==> config.mk <==
export PLATFORM = sky130hd
export DESIGN_NAME = led_code_sequencer
export DESIGN_NICKNAME = d
export VERILOG_FILES = /design/src/rtl/led_code_sequencer.sv
export SDC_FILE = /design/constraint.sdc
export NUM_CORES = 1
export LEC_CHECK = 0
export ABC_CLOCK_PERIOD_IN_PS = 2200
export CORE_MARGIN = 5
export CORE_UTILIZATION = 50
export CTS_CLUSTER_DIAMETER = 40
export DETAILED_ROUTE_END_ITERATION = 8
export PLACE_DENSITY = 0.75
export RECOVER_POWER = 25
export SYNTH_ARGS = -nofsm -noshare
export SYNTH_HDL_FRONTEND = slang
export SYNTH_SLANG_ARGS = --single-unit
==> constraint.sdc <==
create_clock -name clk -period 2.2 [get_ports clk]
set_clock_uncertainty 0.05 [all_clocks]
set_input_delay 0.44 -clock clk [delete_from_list [all_inputs] [get_ports clk]]
set_output_delay 0.44 -clock clk [all_outputs]
set_load 0.005 [all_outputs]
==> src/rtl/led_code_sequencer.sv <==
// Round-robin sharing of one status LED among several blink-code requesters.
// Winner's code plays as N on/off blinks followed by a dark gap, then done pulses.
`timescale 1ns/1ps
module led_code_sequencer #(
    parameter int NUM_REQ     = 4,
    parameter int CODE_W      = 4,
    parameter int HALF_PERIOD = 1000,
    parameter int GAP_PHASES  = 4
) (
    input  logic                      clk,
    input  logic                      rst_n,
    input  logic [NUM_REQ-1:0]        req,
    input  logic [NUM_REQ*CODE_W-1:0] code,
    output logic [NUM_REQ-1:0]        grant,
    output logic                      busy,
    output logic                      done,
    output logic                      led
);

    localparam int GAP_LEN = GAP_PHASES * HALF_PERIOD;
    localparam int TMAX    = (GAP_LEN > HALF_PERIOD) ? GAP_LEN : HALF_PERIOD;
    localparam int TW      = (TMAX > 1) ? $clog2(TMAX) : 1;
    localparam int PW      = $clog2(NUM_REQ);

    localparam logic [TW-1:0] HP_END  = TW'(HALF_PERIOD - 1);
    localparam logic [TW-1:0] GAP_END = TW'(GAP_LEN - 1);
    localparam logic [PW-1:0] LAST    = PW'(NUM_REQ - 1);

    typedef enum logic [1:0] {
        S_IDLE,
        S_ON,
        S_OFF,
        S_GAP
    } state_t;

    state_t              r_state;
    logic [TW-1:0]       r_tmr;
    logic [CODE_W-1:0]   r_cnt;
    logic [PW-1:0]       r_rr;
    logic [PW-1:0]       r_win;
    logic [NUM_REQ-1:0]  r_grant;
    logic                r_busy;
    logic                r_done;
    logic                r_led;

    logic                w_any;
    logic [PW-1:0]       w_win;
    logic [CODE_W-1:0]   w_code;

    // Scan downward so the requester closest to r_rr is assigned last and wins.
    always_comb begin
        w_any = |req;
        w_win = '0;
        for (int k = NUM_REQ - 1; k >= 0; k--) begin
            if (req[(int'(r_rr) + k) % NUM_REQ]) begin
                w_win = PW'((int'(r_rr) + k) % NUM_REQ);
            end
        end
    end

    assign w_code = code[w_win*CODE_W +: CODE_W];

    always_ff @(posedge clk or negedge rst_n) begin
        if (!rst_n) begin
            r_state <= S_IDLE;
            r_tmr   <= '0;
            r_cnt   <= '0;
            r_rr    <= '0;
            r_win   <= '0;
            r_grant <= '0;
            r_busy  <= 1'b0;
            r_done  <= 1'b0;
            r_led   <= 1'b0;
        end else begin
            r_done <= 1'b0;
            unique case (r_state)
                S_IDLE: begin
                    if (w_any) begin
                        r_grant <= NUM_REQ'(1) << w_win;
                        r_busy  <= 1'b1;
                        r_win   <= w_win;
                        r_cnt   <= w_code;
                        r_tmr   <= '0;
                        if (w_code != '0) begin
                            r_state <= S_ON;
                            r_led   <= 1'b1;
                        end else begin
                            r_state <= S_GAP;
                        end
                    end
                end
                S_ON: begin
                    if (r_tmr == HP_END) begin
                        r_tmr   <= '0;
                        r_led   <= 1'b0;
                        r_state <= S_OFF;
                    end else begin
                        r_tmr <= r_tmr + TW'(1);
                    end
                end
                S_OFF: begin
                    if (r_tmr == HP_END) begin
                        r_tmr <= '0;
                        r_cnt <= r_cnt - CODE_W'(1);
                        if (r_cnt == CODE_W'(1)) begin
                            r_state <= S_GAP;
                        end else begin
                            r_state <= S_ON;
                            r_led   <= 1'b1;
                        end
                    end else begin
                        r_tmr <= r_tmr + TW'(1);
                    end
                end
                S_GAP: begin
                    if (r_tmr == GAP_END) begin
                        r_tmr   <= '0;
                        r_grant <= '0;
                        r_busy  <= 1'b0;
                        r_done  <= 1'b1;
                        r_rr    <= (r_win == LAST) ? '0 : r_win + PW'(1);
                        r_state <= S_IDLE;
                    end else begin
                        r_tmr <= r_tmr + TW'(1);
                    end
                end
            endcase
        end
    end

    assign grant = r_grant;
    assign busy  = r_busy;
    assign done  = r_done;
    assign led   = r_led;

endmodule
Yosys cells after proc, flatten, opt, wreduce, memory -nomap -nowiden

Index checks and enable logic that the tools add are counted.
Widths: inputs -> output; s select.

Register bits: 29
Latch bits: 0
Memory bits (writable): 0
Bits in read-only memories: 0
Memories kept: 0
Output and inout port bits: 7
Word-level logic and storage cells: 97

Bitwise operators: 3
Shift-type cells: 2
Equal/unequal tests: 13
Muxes and demuxes: 44
Add/subtract/negate cells: 6
Reduce and logical (&&, ||, !) cells: 16
Order comparisons: 4
$mul: 0
Div/mod/pow operators: 0

Operator list:

| kind                  | count |
|---|---|
| $mux 12               | 3 |
| $pmux 12 s3           | 1 |
| $mux 2                | 11 |
| $mux 1                | 16 |
| $mux 4                | 4 |
| $pmux 4 s2            | 2 |
| $shiftx 16x5->4       | 1 |
| $add 12x1->12 const B | 1 |
| $eq 12x10->1 const B  | 1 |
| $eq 12x12->1 const B  | 1 |
| $lt 3x4->1 const B    | 3 |
| $ne 2x2->1 const B    | 6 |
| $bmux 1 s2            | 4 |
| $pmux 2 s4            | 1 |
| $reduce_or 2->1       | 4 |
| $eq 2x2->1 const B    | 3 |
| $reduce_and 3->1      | 2 |
| $reduce_and 6->1      | 1 |
| $add 2x1->2 const B   | 2 |
| $add 2x2->2 const B   | 2 |
| $eq 4x1->1 const B    | 1 |
| $reduce_and 2->1      | 2 |
| $reduce_and 4->1      | 1 |
| $reduce_bool 2->1     | 2 |
| other kinds (11)      | 13 |

Logic depth before layout (Yosys ltp)

Gate-level depths: netlist (run 1).

Depth in word-level cells: 15
Gate-level depth with buffers: 9
Depth with buffers taken out: 8

Least setup slack after synthesis (run 1)

OpenSTA, ideal clock, no wires.

Path type: register -> register
Start point: register r_tmr[0]
End point: register r_tmr[11]
Slack: 0.254 ns
Arrival: 1.785 ns
Stages on the path, launching flop included: 8
Library setup time: 0.110 ns
Cells stage by stage: dfrtp_1 > ha_1 > nor4bb_1 > and3b_1 > nand2b_1 > a21o_1 > buf_2 > o41ai_1

Word-level cells in the longest chain between the ends: 3

Ends and longest elaborated chain:

| item                                        | RTL line     | RTL |
|---|---|---|
| from (decl)                                 | 37           | `logic [TW-1:0] r_tmr;` |
| from (signal assigned)                      | 98           | `r_tmr <= r_tmr + TW'(1);` |
| from (signal assigned)                      | 112          | `r_tmr <= r_tmr + TW'(1);` |
| from (signal assigned)                      | 124          | `r_tmr <= r_tmr + TW'(1);` |
| $add 12x1->12, or another cell as far along | 98, 112, 124 |  |
| $mux 12 (on tied branches)                  | 116, 93, 102 |  |
| $pmux 12 s3 *                               | 76           | `unique case (r_state)` |

Every way passes the cells marked *; elsewhere a longest branch is shown, timed or not.
A chain may end at the register's enable or synchronous reset.

Worst setup path after layout (run 1)

Start point: input req[3]
End point: register r_state[1]

Word-level cells in the longest chain between the ends: 12

Ends and longest elaborated chain:

| item                                      | RTL line | RTL |
|---|---|---|
| from (decl)                               | 12       | `input logic [NUM_REQ-1:0] req,` |
| $bmux 1 s2                                | 55       | `if (req[(int'(r_rr) + k) % NUM_REQ]) begin` |
| $mux 1 (implied by the code) (2 in a row) | 55       |  |
| $mux 2 (4 in a row)                       | 55       |  |
| $shiftx 16x5->4                           | 61       | `assign w_code = code[w_win*CODE_W +: CODE_W];` |
| $reduce_bool 4->1                         | 84       | `if (w_code != '0) begin` |
| $mux 2                                    | 84       |  |
| $mux 2                                    | 78       | `if (w_any) begin` |
| $pmux 2 s4                                | 76       |  |
| to (signal assigned)                      | 85       | `r_state <= S_ON;` |
| to (signal assigned)                      | 88       | `r_state <= S_GAP;` |
| to (signal assigned)                      | 96       | `r_state <= S_OFF;` |
| to (decl)                                 | 36       | `state_t r_state;` |

Several ways; a longest one is shown, not always the timed one. The select of a mux whose other input is x is not followed.

==> run_results.csv, run 1 <==
group,metric,value,unit
grt,grt_usage,0.177,
setup_path,crit_required,2.34,ns
sta,max_slew_margin,0.529,
logic_synthesis,async_flop_share,1.00,
grt,grt_pass1_vias,1612,
sta,hold-worst-slack,0.437,ns
clock_network,cts_max_level,2,
floorplan,core-area,3610,sq um
min_path,hp-class,"reg -> reg",
logic_synthesis,synth_commonest_cells,"dfrtp_1, o21ai_0, nand2_1, nand3_1, nor2_1",
setup_path,crit_fanout,5,
floorplan,row_count,22,
floorplan,start_util,0.511,
place,placedInstanceArea,2320,sq um
clock_network,cts_tree,"built",
grt,gr-total-overflow,0,
place,hpwlAfterDp,3170,microns
cells_and_area,final_cell_area,2450,sq um
routing,postRouteWirelength,4230,microns
routing,routedWlPerCell,13.8,microns
clock_network,cts_hold_repair.buffers,0,
clock_network,cts.sinks,29,
setup_path,cpPeakStageDelay,0.58,ns
floorplan,die_h,70.7,microns
cells_and_area,antenna_cells,0,
logic_synthesis,synth_top_cell_area_share,0.394,
sta,fin_ws,0.0813,ns
outcome,status,"finished clean",
routing,drtAntennaViolNets,0,
sta,fin_crit_sh,0.963,
sta,worstMarginPinSlew,0.707,ns
setup_path,rr_startpoint,"r_tmr[1]$_DFFE_PN0N_",
logic_synthesis,synth_ff_type,"dfrtp_1",
routing,num_vias,1649,
logic_synthesis,yosysSeqAreaShare,0.394,
run,maxCapViolCount,0,
pwr,switchingPower,268,uW
sta,slew_viol_final,0,
floorplan,pin_count,29,
setup_path,path_class,"in -> reg",
logic_synthesis,synth-edff-count,0,
cells_and_area,layout-drive-gt1-share,0.178,
clock_network,clk_latency,0.28,ns
clock_network,cts_root_buf,"clkbuf_8",
logic_synthesis,syn_inst,204,
pwr,p_comb_frac,0.121,
logic_synthesis,synthesis.nets,235,
setup_path,cp-end-kind,"flop",
floorplan,dieArea,5000,sq um
place,place_congestion,0.870,
setup_path,startpoint,"req[3]",
floorplan,die_w,70.7,microns
logic_synthesis,yosysWarnings,0,
logic_synthesis,ys_types,43,
pwr,p_seq_frac,0.491,
grt,grt_pass1_wl,7160,microns
sta,post-route-min-period,2.12,ns
min_path,min_from,"busy$_DFFE_PN0P_",
routing,first_pass_iters,4,
pwr,cellPowerDensity,446,nW/um^2
cells_and_area,final_nets,288,
logic_synthesis,ys_ff_latch,29,
logic_synthesis,avgSynthCellArea,9.03,sq um
cells_and_area,nFillCells,307,
logic_synthesis,synthTopCellsByArea,"dfrtp_1, o21ai_0, ha_1",
grt,antenna_found_initial,0,
setup_path,worstPathBufferInverterCount,2,
pwr,p_int,825,uW
cells_and_area,layoutNonFillerInstCount,306,
setup_path,cp-start-kind,"input pin",
clock_network,clock_path_buffers,2,
routing,avgViaCountPerCell,5.39,
routing,drc,0,
setup_path,arrival,2.26,ns
logic_synthesis,synth_most_common_cell,"dfrtp_1",
setup_path,cp_cell_sequence,"clkdlybuf4s50_1 -> inv_1 -> a21boi_2 -> o32a_2 -> nand3_1 -> a22oi_2 -> a31oi_1 -> o31ai_2",
pwr,leakagePower,1.05,nW
pwr,clkPwrFrac,0.388,
place,place.port_buffers,28,
place,place_worst_setup_slack,-0.181,ns
clock_network,numCtsBuffers,5,
grt,grt_max_degree,30,
setup_path,crit_slowest_cell,"clkdlybuf4s50_1",
pwr,p_sw_frac,0.245,
logic_synthesis,syn_area,1840,sq um
sta,setup_viol,0,
pwr,worst_ir_drop_vdd,0.000422,V
sta,hold_viol,0,
clock_network,clk_pin_slew,0.06,ns
routing,dr.first_iter.drc_count,57,
sta,setup_tns,0,ns
cells_and_area,areaGrowthSynthToFinish,32.9,%
setup_path,critPathTopFamily,"compound AO/OA/AOI/OAI gates",
logic_synthesis,synth_top_area_cell,"dfrtp_1",
sta,fmax,472,MHz
place,placedCellCount,297,
worst paths after layout:
kind | end | slack (ns) | cells past startpoint
worst min register to register | busy$_DFFE_PN0P_ | 0.44 | 1
worst max-delay path | r_state[1]$_DFFE_PN0P_ | 0.08 | 8
max in group asynchronous | r_tmr[8]$_DFFE_PN0N_ | 0.96 | 2
worst min-delay path | busy$_DFFE_PN0P_ | 0.44 | 1
worst max register to register | r_cnt[2]$_DFFE_PN0P_ | 0.13 | 7
min in group asynchronous | grant[1]$_DFFE_PN0P_ | 0.68 | 2
cell families (layout without fill, tap and decap cells):
family	after synthesis	in the layout	share of synthesized area
flops	29	29	0.394
buf+inv	13	67	0.0272
compound gates	62	62	0.242
fa+ha+maj	9	9	0.0611
simple gates	84	84	0.238
mux	4	4	0.0231
xor+xnor	3	3	0.0143
metrics by stage:
stage | util | total power, mW
3_5_place_dp | 0.644 | 0.677
5_1_grt | 0.679 | 1.15
4_1_cts | 0.668 | 1.11
6_report | 0.679 | 1.09
3_3_place_gp | 0.644 | 0.676
2_1_floorplan | - | 0.596
worst register-to-register path, cell delays in order (launching register included):
cell and delay, ns:
dfrtp_1 0.38, ha_1 0.24, nor4b_2 0.22, nand3_1 0.19, mux2_2 0.33, nor2_4 0.20, o21ai_0 0.12, a22o_1 0.24
power groups by stage:
stage | Combinational, mW | Sequential [mW] | Clock [mW]
2_1_floorplan | 0.0495 | 0.546 | 0
3_3_place_gp | 0.129 | 0.547 | 0
3_5_place_dp | 0.130 | 0.547 | 0
4_1_cts | 0.130 | 0.537 | 0.443
5_1_grt | 0.145 | 0.537 | 0.466
6_report | 0.132 | 0.537 | 0.424
layer usage:
layer | track usage | part of all wire
met5 | 0 | 0
met4 | 0.0626 | 0.013
met2 | 0.257 | 0.47
met1 | 0.251 | 0.50
met3 | 0.0497 | 0.020
sequential cells by signal (all words and copies together), names as in the netlist:
name and flops:
r_tmr 12, r_state 2, grant 4, done 1, r_cnt 4, r_win 2, r_rr 2, led 1
busy 1
layout make-up:
| cell class | count | area (sq um) | share of cell area |
|---|---|---|---|
| Clock inverter | 3 | 17.5 | 0.00715 |
| Tap cell | 48 | 60.1 | 0.0245 |
| Inverter | 10 | 37.5 | 0.0153 |
| Timing Repair Buffer | 49 | 435 | 0.178 |
| Multi-Input combinational cell | 162 | 1100 | 0.451 |
| Clock buffer | 5 | 68.8 | 0.0281 |
| Sequential cell | 29 | 726 | 0.296 |
timing repair:
action | in CTS | in global routing
setup endpoints to repair | 0 | 15
setup buffers | 0 | 1
gates resized for setup | 0 | 7
placed cells by master (no fill, tap or decap), types with 6 or more instances in the layout:
master / count
clkdlybuf4s50_1: 27
a21oi_1: 8
dfrtp_1: 29
nand3_1: 17
nor2_1: 14
buf_4: 20
nand2b_1: 6
inv_1: 10
o21ai_0: 25
nand2_1: 23
ha_1: 9
Note: power is estimated with default switching activity, not from simulation.
==> run 2, diff against run 1 <==
CORE_MARGIN = not set   (was 5)
==> run_results.csv, run 2 (synthesis results as in run 1) <==
group,metric,value,unit
sta,hold_viol,0,
cells_and_area,largest_register_ffs,12,
sta,fmax,471,MHz
outcome,status,"finished clean",
floorplan,dieArea,3930,sq um
sta,fin_crit_sh,0.965,
sta,max_slew_margin,0.511,
min_path,hold_depth,1,
min_path,min_from,"busy$_DFFE_PN0P_",
setup_path,rr_endpoint,"r_cnt[2]$_DFFE_PN0P_",
grt,gr-total-overflow,0,
setup_path,r2r_slack,0.12,ns
setup_path,cp-start-kind,"input pin",
grt,grt_max_degree,30,
place,place_congestion,0.899,
cells_and_area,antenna_cells,0,
setup_path,arrival,2.28,ns
clock_network,cts_tree,"built",
setup_path,crit_fanout,5,
pwr,cellPowerDensity,509,nW/um^2
routing,drtAntennaViolNets,0,
floorplan,row_count,21,
pwr,leakagePower,1.06,nW
routing,first_pass_iters,4,
routing,drc,0,
place,hpwlAfterDp,3430,microns
clock_network,cts_hold_repair.buffers,0,
setup_path,cp_cell_sequence,"clkdlybuf4s50_1 -> inv_1 -> a21boi_2 -> o32a_2 -> a21oi_1 -> a22o_1 -> a41oi_2 -> mux2i_1",
setup_path,rr_startpoint,"r_tmr[0]$_DFFE_PN0N_",
cells_and_area,nFillCells,263,
clock_network,numCtsBuffers,5,
clock_network,clock_path_buffers,2,
clock_network,clk_pin_slew,0.07,ns
setup_path,cp-end-kind,"flop",
sta,worstMarginPinSlew,0.734,ns
grt,antenna_found_initial,0,
setup_path,crit_required,2.36,ns
sta,hold-worst-slack,0.432,ns
floorplan,pin_count,29,
setup_path,path_class,"in -> reg",
routing,dr.first_iter.drc_count,115,
setup_path,crit_slowest_cell,"clkdlybuf4s50_1",
grt,grt_pass1_wl,7730,microns
sta,post-route-min-period,2.12,ns
grt,grt_usage,0.253,
routing,avgViaCountPerCell,5.79,
cells_and_area,areaGrowthSynthToFinish,34.0,%
floorplan,core-area,3440,sq um
cells_and_area,top_register,"r_tmr",
run,maxCapViolCount,0,
cells_and_area,layout-drive-gt1-share,0.171,
place,place.port_buffers,28,
min_path,hp-class,"reg -> reg",
routing,routedWlPerCell,15.1,microns
pwr,power.total,1.26,mW
cells_and_area,final_common_cell,"dfrtp_1",
cells_and_area,layout_common_cells,"dfrtp_1, clkdlybuf4s50_1, o21ai_0",
min_path,min_to,"busy$_DFFE_PN0P_",
clock_network,clk_latency,0.29,ns
clock_network,cts_max_level,2,
sta,slew_viol_final,0,
setup_path,cpPeakStageDelay,0.55,ns
floorplan,die_w,62.7,microns
routing,num_vias,1754,
floorplan,die_h,62.7,microns
setup_path,rr_worst_depth,7,
cells_and_area,multiInputGateArea,1100,sq um
cells_and_area,regArea,726,sq um
floorplan,start_util,0.535,
clock_network,cts_root_buf,"clkbuf_8",
grt,grt_pass1_vias,1747,
routing,postRouteWirelength,4590,microns
sta,setup_viol,0,
pwr,worst_ir_drop_vdd,0.000381,V
cells_and_area,final_nets,287,
clock_network,cts.sinks,29,
[run 2: report_power, final]
group          internal, mW  switching [mW]  leakage (nW)
Combinational        0.0728          0.0630         0.629
Sequential            0.535         0.00186         0.370
Clock                 0.369           0.215        0.0585
[run 2: worst max-delay path by stage]
| stage | slack, ns | cells after the start | to | startpoint |
|---|---|---|---|---|
| 3_3_place_gp | -0.11 | 8 | r_state[1]$_DFFE_PN0P_ | req[3] |
| 5_1_grt | -0.007 | 8 | r_cnt[0]$_DFFE_PN0P_ | r_tmr[0]$_DFFE_PN0N_ |
| 4_1_cts | 0.04 | 8 | led$_DFFE_PN0P_ | r_state[0]$_DFFE_PN0P_ |
| 6_report | 0.08 | 8 | led$_DFFE_PN0P_ | req[3] |
| 3_5_place_dp | -0.20 | 8 | led$_DFFE_PN0P_ | req[2] |
| 2_1_floorplan | 0.25 | 7 | r_tmr[11]$_DFFE_PN0N_ | r_tmr[0]$_DFFE_PN0N_ |
[run 2: timing repair]
item | in CTS | in global routing
endpoints found under the setup margin | 0 | 13
buffers inserted | 0 | 2
gates resized for setup | 0 | 7
[run 2: stage by stage]
step                      worst slack, ns  setup TNS (ns)  std cells   util  instance area (sq um)
final                              0.0777               0        303  0.718                   2470
after global placement             -0.110          -0.308        293  0.669                   2300
after global routing             -0.00657        -0.00657        303  0.718                   2470
after detailed placement           -0.202          -0.669        293  0.669                   2300
after CTS                          0.0393               0        301  0.703                   2420
after floorplan                     0.254               0        204      -                   1840
[run 2: area by class of cell]
cell class / count / share of cell area
multi-input combinational: 162 / 0.447
clock buffer: 7 / 0.0350
clock inverter: 1 / 0.0122
sequential: 29 / 0.294
timing repair buffer: 48 / 0.173
tap: 46 / 0.0233
inverter: 10 / 0.0152
[run 2: metal layers]
metal / track usage / wire length, microns / vias up
met5: 0 / 0 / -
met4: 0.108 / 85 / 0
met3: 0.0639 / 207 / 7
met2: 0.413 / 2250 / 38
met1: 0.317 / 2050 / 857
li1: - / - / 852
[run 2: critical path, delay by kind of cell]
kind,cells,cell delay [ns]
mux,1,0.21
buf+inv,2,0.64
compound gates,5,1.00
==> run 3, diff against run 2 <==
CAP_MARGIN = 20   (was not set)
DONT_BUFFER_PORTS = 1   (was not set)
PLACE_DENSITY = not set   (was 0.75)
==> run_results.csv, run 3 (synthesis results as in run 1) <==
group,metric,value,unit
floorplan,die_w,62.7,microns
routing,routedWlPerCell,15.1,microns
clock_network,clk_pin_slew,0.07,ns
cells_and_area,largest_register_ffs,12,
setup_path,crit_required,2.32,ns
sta,max_slew_margin,0.149,
pwr,cellPowerDensity,595,nW/um^2
routing,dr.first_iter.drc_count,51,
cells_and_area,layout-drive-gt1-share,0.146,
routing,num_vias,1587,
floorplan,start_util,0.535,
sta,fin_crit_sh,0.918,
place,place_congestion,0.839,
sta,hold_viol,0,
floorplan,die_h,62.7,microns
sta,setup_viol,0,
setup_path,cp-end-kind,"flop",
cells_and_area,top_register,"r_tmr",
grt,antenna_found_initial,0,
cells_and_area,areaGrowthSynthToFinish,15.8,%
routing,drtAntennaViolNets,0,
grt,grt_usage,0.226,
sta,setup_tns,0,ns
grt,grt_pass1_vias,1581,
grt,grt_pass1_wl,6960,microns
clock_network,numCtsBuffers,5,
floorplan,row_count,21,
place,placedInstanceArea,1930,sq um
run,maxCapViolCount,0,
place,place.port_buffers,0,
setup_path,arrival,2.14,ns
floorplan,pin_count,29,
sta,worstMarginPinSlew,1.27,ns
place,hpwlAfterDp,2990,microns
routing,first_pass_iters,4,
floorplan,core-area,3440,sq um
routing,avgViaCountPerCell,5.99,
clock_network,clock_path_buffers,2,
sta,post-route-min-period,2.02,ns
setup_path,path_class,"reg -> reg",
pwr,worst_ir_drop_vdd,0.000394,V
clock_network,cts.sinks,29,
clock_network,clk_latency,0.28,ns
setup_path,cp-start-kind,"flop",
grt,gr-total-overflow,0,
cells_and_area,final_common_cell,"dfrtp_1",
outcome,status,"finished clean",
grt,grt_max_degree,30,
cells_and_area,layout_common_cells,"dfrtp_1, o21ai_0, nand2_1",
routing,postRouteWirelength,4010,microns
floorplan,dieArea,3930,sq um
sta,slew_viol_final,0,
setup_path,crit_fanout,7,
cells_and_area,final_cell_area,2130,sq um
cells_and_area,antenna_cells,0,
pwr,leakagePower,0.913,nW
clock_network,cts_tree,"built",
routing,drc,0,
cells_and_area,final_nets,249,
sta,fmax,495,MHz
min_path,hp-class,"reg -> reg",
clock_network,cts_root_buf,"clkbuf_8",
clock_network,cts_max_level,2,
run 3: cell count changes in the layout (fill, tap and decap cells not counted), sizes merged:
cell	before	now
buf	19	8
bufinv	1	2
clkbuf	8	5
clkdlybuf4s50	27	0
clkinv	0	1
dlymetal6s2s	0	1
run 3: report_power, final:
group	switching, mW	internal, mW
Sequential	0.00164	0.535
Clock	0.209	0.450
Combinational	0.0470	0.0281
Total	0.257	1.01
run 3: repair_timing:
action | in CTS | in global routing
hold endpoints to repair | 29 | 0
hold buffers | 2 | 0
setup buffers | 0 | 2
setup endpoints to repair | 0 | 15
gates resized for setup | 0 | 6
run 3: per-layer routing:
layer	GRT usage	vias up	wire length (microns)
li1	-	774	-
met1	0.267	775	1740
met2	0.398	31	2070
met3	0.0511	7	151
met4	0.0785	0	57
met5	0	-	0
run 3: worst paths after layout:
path	from	end	slack (ns)	cells after the start
setup / recovery	r_tmr[0]$_DFFE_PN0N_	r_cnt[2]$_DFFE_PN0P_	0.18	7
hold / removal	r_win[1]$_DFFE_PN0P_	r_win[1]$_DFFE_PN0P_	0.44	2
setup reg to reg	r_tmr[0]$_DFFE_PN0N_	r_cnt[2]$_DFFE_PN0P_	0.18	7
hold reg to reg	r_win[1]$_DFFE_PN0P_	r_win[1]$_DFFE_PN0P_	0.44	2
max in group asynchronous	rst_n	r_state[0]$_DFFE_PN0P_	0.40	2
min in group asynchronous	rst_n	r_win[1]$_DFFE_PN0P_	0.94	2
run 3: stage by stage:
step	setup slack, ns	power [mW]	utilization	cells	hold WS [ns]
floorplan	0.254	0.596	-	204	0.0944
global placement	0.0991	0.607	0.562	253	0.0954
detailed placement	0.0273	0.608	0.562	253	0.0954
CTS	0.00868	1.29	0.609	263	0.445
global route	-0.0133	1.32	0.620	265	0.480
finish	0.180	1.27	0.620	265	0.439
run 3: critical path, stage by stage, from the launching register on:
cell     delay (ns)
dfrtp_1        0.45
ha_4           0.20
nor4b_2        0.18
nand3_1        0.17
mux2_2         0.32
nor2_4         0.17
o21ai_0        0.12
a22o_1         0.24
run 3: cell type report:
cell class	instances	area, sq um
Tap cell	46	57.6
Sequential cell	29	726
Clock buffer	5	68.8
Timing Repair Buffer	10	82.6
Inverter	10	37.5
Clock inverter	3	65.1
Fill cell	304	1310
Multi-Input combinational cell	162	1100
